<file path="src/rtl/rv32imf_mem_arbiter.sv">
// rv32imf_mem_arbiter
// Shares one req/gnt/rvalid memory port between the instruction-fetch and
// data (LSU) interfaces of the rv32imf core. A small in-order ID queue
// remembers which requester issued each granted transaction, so every
// response can be routed back to the requester that issued it.
//
// Build option: define RV32IMF_MEM_ARB_ROUND_ROBIN_EN to switch IDLE
// arbitration from fixed priority (data > instr) to round-robin.
module rv32imf_mem_arbiter #(
   parameter int MAX_OUTSTANDING = 2,
   parameter int ADDR_WIDTH      = 32,
   localparam int CNT_W          = $clog2(MAX_OUTSTANDING + 1)
) (
   input  logic                  clk_i,
   input  logic                  rst_i,
   input  logic                  instr_req_i,
   input  logic [ADDR_WIDTH-1:0] instr_addr_i,
   output logic                  instr_gnt_o,
   output logic                  instr_rvalid_o,
   output logic [31:0]           instr_rdata_o,
   input  logic                  data_req_i,
   input  logic [ADDR_WIDTH-1:0] data_addr_i,
   input  logic                  data_we_i,
   input  logic [3:0]            data_be_i,
   input  logic [31:0]           data_wdata_i,
   output logic                  data_gnt_o,
   output logic                  data_rvalid_o,
   output logic [31:0]           data_rdata_o,
   output logic                  mem_req_o,
   output logic [ADDR_WIDTH-1:0] mem_addr_o,
   output logic                  mem_we_o,
   output logic [3:0]            mem_be_o,
   output logic [31:0]           mem_wdata_o,
   input  logic                  mem_gnt_i,
   input  logic                  mem_rvalid_i,
   input  logic [31:0]           mem_rdata_i,
   output logic [CNT_W-1:0]      outstanding_o,
   output logic                  err_o
);

   localparam int PTR_W = (MAX_OUTSTANDING > 1) ? $clog2(MAX_OUTSTANDING) : 1;
   localparam logic [PTR_W-1:0] PTR_LAST = PTR_W'(MAX_OUTSTANDING - 1);
   localparam logic [CNT_W-1:0] CNT_FULL = CNT_W'(MAX_OUTSTANDING);

   // HOLD_* freezes the selection on a source whose request is waiting for gnt
   localparam logic [1:0] ST_IDLE       = 2'd0;
   localparam logic [1:0] ST_HOLD_DATA  = 2'd1;
   localparam logic [1:0] ST_HOLD_INSTR = 2'd2;

   logic [1:0]       state_q, state_d;
   logic [CNT_W-1:0] cnt_q, cnt_d;
   logic [PTR_W-1:0] rd_ptr_q, rd_ptr_d;
   logic [PTR_W-1:0] wr_ptr_q, wr_ptr_d;
   // Queue entry: 1 = data transaction, 0 = instruction fetch
   logic             id_q [MAX_OUTSTANDING];
   logic             id_d [MAX_OUTSTANDING];
   logic             err_q, err_d;

   logic sel_data, sel_req;
   logic q_full, q_empty, block;
   logic hs, pop, head_data, err_evt;

`ifdef RV32IMF_MEM_ARB_ROUND_ROBIN_EN
   // 1 = data has priority on the next contended IDLE cycle
   logic rr_q, rr_d;
`endif

   function automatic logic [PTR_W-1:0] ptr_inc(input logic [PTR_W-1:0] p);
      return (p == PTR_LAST) ? '0 : p + 1'b1;
   endfunction

   // Source selection: frozen in HOLD, arbitrated in IDLE
   always_comb begin
      sel_data = 1'b1;
      case (state_q)
         ST_HOLD_DATA:  sel_data = 1'b1;
         ST_HOLD_INSTR: sel_data = 1'b0;
         default: begin
`ifdef RV32IMF_MEM_ARB_ROUND_ROBIN_EN
            if (data_req_i && instr_req_i) sel_data = rr_q;
            else                           sel_data = data_req_i;
`else
            sel_data = data_req_i | ~instr_req_i;
`endif
         end
      endcase
      sel_req = sel_data ? data_req_i : instr_req_i;
   end

   // Shared-port mux, handshake, and response routing
   always_comb begin
      q_full    = (cnt_q == CNT_FULL);
      q_empty   = (cnt_q == '0);
      // A response arriving this cycle frees a slot, so a full queue only
      // blocks when no rvalid is present.
      block     = q_full & ~mem_rvalid_i;
      mem_req_o = sel_req & ~block & ~rst_i;
      hs        = mem_req_o & mem_gnt_i;

      mem_addr_o  = sel_data ? data_addr_i  : instr_addr_i;
      mem_we_o    = sel_data & data_we_i;
      mem_be_o    = sel_data ? data_be_i    : 4'hF;
      mem_wdata_o = sel_data ? data_wdata_i : 32'h0;

      data_gnt_o  = hs & sel_data;
      instr_gnt_o = hs & ~sel_data;

      // The head entry belongs to an earlier grant, never this cycle's push
      pop       = mem_rvalid_i & ~q_empty & ~rst_i;
      err_evt   = mem_rvalid_i & q_empty & ~rst_i;
      head_data = id_q[rd_ptr_q];

      data_rvalid_o  = pop & head_data;
      instr_rvalid_o = pop & ~head_data;
      data_rdata_o   = (pop &  head_data) ? mem_rdata_i : 32'h0;
      instr_rdata_o  = (pop & ~head_data) ? mem_rdata_i : 32'h0;

      outstanding_o = cnt_q;
      err_o         = err_q;
   end

   // Next-state: enter HOLD on an ungranted request, leave on handshake or dropped req
   always_comb begin
      state_d = state_q;
      case (state_q)
         ST_IDLE: begin
            if (sel_req && !hs) state_d = sel_data ? ST_HOLD_DATA : ST_HOLD_INSTR;
         end
         ST_HOLD_DATA, ST_HOLD_INSTR: begin
            if (hs || !sel_req) state_d = ST_IDLE;
         end
         default: state_d = ST_IDLE;
      endcase
   end

   // ID queue push/pop bookkeeping and sticky error
   always_comb begin
      id_d     = id_q;
      wr_ptr_d = wr_ptr_q;
      rd_ptr_d = rd_ptr_q;
      cnt_d    = cnt_q;
      if (hs) begin
         id_d[wr_ptr_q] = sel_data;
         wr_ptr_d       = ptr_inc(wr_ptr_q);
      end
      if (pop) rd_ptr_d = ptr_inc(rd_ptr_q);
      case ({hs, pop})
         2'b10:   cnt_d = cnt_q + 1'b1;
         2'b01:   cnt_d = cnt_q - 1'b1;
         default: cnt_d = cnt_q;
      endcase
      err_d = err_q | err_evt;
   end

`ifdef RV32IMF_MEM_ARB_ROUND_ROBIN_EN
   // Round-robin pointer moves to the source not just granted
   always_comb begin
      rr_d = rr_q;
      if (hs) rr_d = ~sel_data;
   end
`endif

   // State registers
   always_ff @(posedge clk_i or posedge rst_i) begin
      if (rst_i) begin
         state_q  <= ST_IDLE;
         cnt_q    <= '0;
         rd_ptr_q <= '0;
         wr_ptr_q <= '0;
         err_q    <= 1'b0;
         for (int i = 0; i < MAX_OUTSTANDING; i++) id_q[i] <= 1'b0;
`ifdef RV32IMF_MEM_ARB_ROUND_ROBIN_EN
         rr_q     <= 1'b1;
`endif
      end else begin
         state_q  <= state_d;
         cnt_q    <= cnt_d;
         rd_ptr_q <= rd_ptr_d;
         wr_ptr_q <= wr_ptr_d;
         err_q    <= err_d;
         id_q     <= id_d;
`ifdef RV32IMF_MEM_ARB_ROUND_ROBIN_EN
         rr_q     <= rr_d;
`endif
      end
   end

endmodule

</file>
<file path="config.mk">
export PLATFORM = sky130hd
export DESIGN_NAME = rv32imf_mem_arbiter
export DESIGN_NICKNAME = d
export VERILOG_FILES = /design/src/rtl/rv32imf_mem_arbiter.sv
export SDC_FILE = /design/constraint.sdc
export NUM_CORES = 1
export LEC_CHECK = 0
export CORE_AREA = 2 2 110 112
export CTS_CLUSTER_DIAMETER = 80
export DETAILED_ROUTE_END_ITERATION = 10
export DIE_AREA = 0 0 112 114
export MAX_ROUTING_LAYER = met4
export SYNTH_ARGS = -nofsm -noshare
export SYNTH_HDL_FRONTEND = slang
export SYNTH_SLANG_ARGS = --single-unit
</file>
<file path="constraint.sdc">
create_clock -name clk_i -period 2.6 [get_ports clk_i]
set_input_delay 0.26 -clock clk_i [delete_from_list [all_inputs] [get_ports clk_i]]
set_output_delay 0.26 -clock clk_i [all_outputs]
set_load 0.005 [all_outputs]
</file>
* Word level (Yosys, flattened, before mapping)
Cells that the tools add are included.
** Storage, ports and cells
- Flip-flop bits (word level) :: 9
- Logic and storage cells :: 75
** Operators by class
- Reduce and logical (&&, ||, !) cells :: 10
- Magnitude comparators :: 3
- $add $sub $neg :: 4
- Muxes and demuxes :: 20
- Equality and inequality tests :: 7
- Bitwise logic cells :: 24
** Operator list (number)
- 32-bit two-way mux :: 4
- 1-bit bitwise AND :: 13
- 2-bit one-hot mux with 2 select lines :: 2
- 1-bit two-way mux :: 7
- 1-bit inverter :: 7
- 2-bit equality test (second input constant) :: 3
- 2-bit two-way mux :: 3
- 2-bit by 1-bit equality test with 1-bit output (second input constant) :: 2
- 2-bit >= comparator (second input constant) :: 2
- 2-bit logical NOT :: 2
- 4-bit two-way mux :: 1
- 2-bit inequality test (second input constant) :: 2
- 1-bit inverter with 2-bit output :: 2
- 1-bit adder (second input constant) :: 2
- 2-bit by 1-bit adder with 2-bit output (second input constant) :: 1
- 2-bit bitwise mux :: 1
- 1-bit logical AND :: 2
- 1-bit logical NOT :: 2
- 2-bit by 1-bit < comparator with 1-bit output (second input constant) :: 1
- 1-bit bitwise OR :: 2
- 1-bit one-hot mux with 2 select lines :: 1
- 2-bit AND reduction :: 1
- 2-bit nonzero test :: 1
- 2-bit OR reduction :: 1
- other kinds (3) :: 3

* Longest topological paths before layout
Gate-level depths: netlist (run 1).
- Word-level depth :: 11
- Mapped depth :: 8
- Depth with buffers taken out :: 6

* Least setup slack after synthesis (run 1)
Ideal clock, no wire load.
- Path kind :: reg2out
- Start point :: register state_q[0]
- End point :: output mem_addr_o[10]
- Buffers on the path :: 1
- Data required time :: 2340 ps
- Stages on the path, launching flop included :: 8
- Data arrival time :: 1739 ps
- Slack :: 601 ps
- Path through :: dfrtp_1 > inv_1 > ha_1 > inv_2 > nand2_1 > o22ai_2 > buf_4 > mux2_2
** On the way
- Longest elaborated chain between the ends :: 3
- Elaborated cells between the ends (all ways) :: 4
- Those cells by class :: 2 x eq/ne; 2 x mux
** Ends and longest elaborated chain
- start, declared :: RTL line 50 : logic [1:0] state_q, state_d;
- start signal, assigned :: RTL line 176 : state_q <= state_d;
- 2-bit equality test / 2-bit by 1-bit equality test with 1-bit output (equally long branches) :: RTL line 75 : case (state_q)
- 1-bit one-hot mux with 2 select lines (*) :: RTL line 75
- 32-bit two-way mux (*) :: RTL line 100 : mem_addr_o = sel_data ? data_addr_i : instr_addr_i;
- end, declared :: RTL line 30 : output logic [ADDR_WIDTH-1:0] mem_addr_o,
Mark *: on every way between the ends. The rest lies on a longest branch, timed or not.

* Worst setup path after layout (run 1)
- Start point :: register state_q[1]
- End point :: output mem_addr_o[21]
Same word-level chain as after synthesis.

==> results of run 1 <==
[cell families after synthesis]
logic type      count (synthesis)
flops                           9
mux                            36
xor+xnor                        4
simple gates                  151
compound gates                 17
fa+ha+maj                       2
buf+inv                        22
[flip-flops by register name (all words and copies together) (netlist names)]
register	count
id_q	2
outstanding_o	2
state_q	2
err_o	1
rd_ptr_q	1
wr_ptr_q	1
[report_power, final]
group | internal, mW | switching, mW | leakage [nW]
clock network | 0.205 | 0.0685 | 0.0382
logic | 2.51 | 1.56 | 1.76
registers | 0.205 | 0.0719 | 0.106
[cells in the final DEF, fill, tap and decap left out, drive strengths merged, types with 4 or more instances in the layout]
cell and n:
buf 21, and2 33, inv 4, dfrtp 9
nor2 69, clkdlybuf4s50 247, nand2b 4, mux2 35
clkbuf 5, nand2 36, dlygate4sd2 29, xnor2 4
[metal layers]
layer / track usage [%] / share of wire, % / routed length, um
met4: 2.11 / 0.64 / 63
met5: - / 0 / 0
met2: 26.4 / 53 / 5140
met1: 16.1 / 40 / 3880
met3: 2.07 / 7.2 / 705
[critical path: stages, from the launching register on]
cell           delay, ns
dfrtp_1             0.36
inv_2               0.06
ha_4                0.27
inv_2               0.06
buf_12              0.12
o22ai_4             0.21
buf_12              0.15
buf_16              0.11
buf_4               0.11
mux2_2              0.31
dlygate4sd2_1       0.26
[Yosys cell counts (all sizes together) (2+ instances only)]
| cell | number |
|---|---|
| and2 | 33 |
| buf | 8 |
| o21ai | 2 |
| nand2b | 4 |
| clkbuf | 10 |
| xnor2 | 4 |
| dfrtp | 9 |
| nor2 | 69 |
| ha | 2 |
| a21oi | 3 |
| o2111a | 2 |
| inv | 4 |
| a21boi | 2 |
| mux2 | 35 |
| nor3 | 3 |
| nand2 | 36 |
| nor2b | 2 |
[through the flow]
stage | hold slack, ns | TNS [ns]
floorplan | 0.0961 | 0
global placement | 0.452 | 0
detailed placement | 0.455 | 0
CTS | 0.432 | 0
global route | 0.469 | -0.0221
finish | 0.410 | 0
[worst min path at each step]
stage	to	cells past startpoint	startpoint	slack, ns
final	err_o	3	rst_i	0.41
after floorplan	err_o	1	rst_i	0.1
after global placement	err_o	1	err_o	0.45
after detailed placement	err_o	1	err_o	0.46
after CTS	err_o	3	rst_i	0.43
after global routing	state_q[0]	3	rst_i	0.47
[cell type report]
cell class                      instances  area share (%)
Timing Repair Buffer                  301            62.5
Multi-Input combinational cell        210            27.3
Tap cell                              147            3.75
Clock buffer                            4            1.61
Inverter                                4           0.306
Sequential cell                         9            4.60
[timing repair]
item                       4_1_cts  5_1_grt
pin swaps                        1        2
setup endpoints to repair       32        8
gates cloned                     2        1
setup buffers                    8        5
resized for setup               39        5
==> summary.md, run 1 <==
| Metric | Value |
|---|---|
| Final core utilization | `between 40% and 50%` |
| Setup crit start kind | `flip-flop` |
| CP required | `~2.3 ns` |
| Post-synthesis xor/xnor area fraction | `2.14%` |
| CTS tree | `built` |
| Compound-Gate Fraction of Synth Area | `under 10%` |
| DIE AREA | `12800 um^2` |
| Final nets | `670` |
| Async S/R FF share, synth | `100%` |
| Initial antenna violation count | `0` |
| Kind of critical path | `reg2out` |
| HPWL after detailed placement | `7960 um` |
| Layout cell share with drive strength beyond 1 | `13.8%` |
| Total power | `4.62 mW` |
| Row count | `40` |
| CP Data Arrival Time | `2.28 ns` |
| Lkg Pwr | `1.91 nW` |
| Placed cell area | `4610 um^2` |
| Rel. slew slack | `52.4%` |
| Fill count | `1209` |
| Fin crit period | `2.54 ns` |
| Area leader, netlist | `mux2_2` |
| 1st-iter DRT viols | `47` |
| DRT Pass-1 Iters | `4` |
| Pre-CTS setup slack | `roughly 0.13 ns` |
| Cell Pwr Density | `942 nW/um^2` |
| Top cells by area, synth | `mux2_2, nor2_1, dfrtp_1` |
| Vias | `2739` |
| Die height | `114 um` |
| Root Buffer | `clkbuf_16` |
| Final setup violation count | `0` |
| CP max FO | `7` |
| Synth Flop Type | `dfrtp_1` |
| Sequential fraction of the synthesis area | `roughly 14%` |
| Fmax | `between 0.3 and 0.4 GHz` |
| R2R cell count | `6` |
| Post-Syn Area | `1640 um^2` |
| Initial Util | `roughly 14%` |
| Max Cap Viol | `0` |
| Wirelength per Cell | `about 15 um` |
| Status | `finished clean` |
| Least-Margin Pin Slew | `0.706 ns` |
| VDD IR-drop max | `around 0.52 mV` |
| Yosys cell types | `38` |
| Yosys reg bits | `9` |
| Die Wd | `roughly 110 um` |
| CTS Sinks | `9` |
| Drt drc | `0` |
| Hold-fix buffers, CTS | `0` |
| Synth warn | `0` |
| Adder-Cell Fraction of Synth Area | `1.53%` |
| Fin crit share | `97.7%` |
| Largest net degree at the start of global routing | `40` |
| GRT Util Overall | `approximately 14%` |
| Vias in the first global route | `2655` |
| Setup ws final | `0.0607 ns` |
| Clock-pin transition on the worst setup and hold timing paths | `0.04 ns` |
| Inserted Diodes | `0` |
| H-tree depth | `1` |
| CTS max path bufs | `2` |
| Vias per cell | `4.06` |
| Storage cell area | `225 um^2` |
| Final hold violation count | `0` |
| Core Area | `11700 um^2` |
| Placed Instances | `655` |
| Syn_area_per_cell | `6.81 um^2` |
| Area growth from synthesis to layout | `199%` |
| GR Overflow Total | `0` |
| Fin Clk Skew | `0.00163 ns` |
| Non-filler cells in the finished layout | `675` |
| Post-Synth Simple-Gate Area | `41.5%` |
| Total CTS buffers | `3` |
| Post-Syn Instances | `241` |
| Area occupied by multi-input gates | `1340 um^2` |
| Post-route cell area | `4900 um^2` |
| Gpl congestion | `0.974` |
| Slew Viols, Final | `0` |
| Post-synth EDFFs | `0` |
| Hold Crit Class | `in2async` |
| DRT Wirelength | `9800 um` |
| Reg2Reg Launch Point | `state_q[1]` |
| Worst Setup EP | `mem_addr_o[21]` |
| Largest family of logic cells by synthesized area | `simple AND/OR/NAND/NOR gates` |
| Syn Nets | `around 380` |
| Post-synthesis mux area share | `24.6%` |
| Port Buf Inserts | `between 200 and 300` |
| Clk_lat worst skew | `0.24 ns` |
| Crit end category | `primary output` |
| Reg-to-Reg End | `id_q[0]` |
| DRT antenna net count | `0` |
| Yosys top cell area share | `23.3%` |
| Worst Setup SP | `state_q[1]` |
| First-pass GRT wire length | `14100 um` |
| Reg-to-reg slack, setup | `0.63 ns` |
| Ports | `280` |
No activity file was read; power rests on OpenSTA's default activity.
==> run 2: changes to the inputs <==
ABC_CLOCK_PERIOD_IN_PS = 2600   (was default)
==> results of run 2 <==
Same layout as run 1: the final DEF is identical, and so are final timing and power.
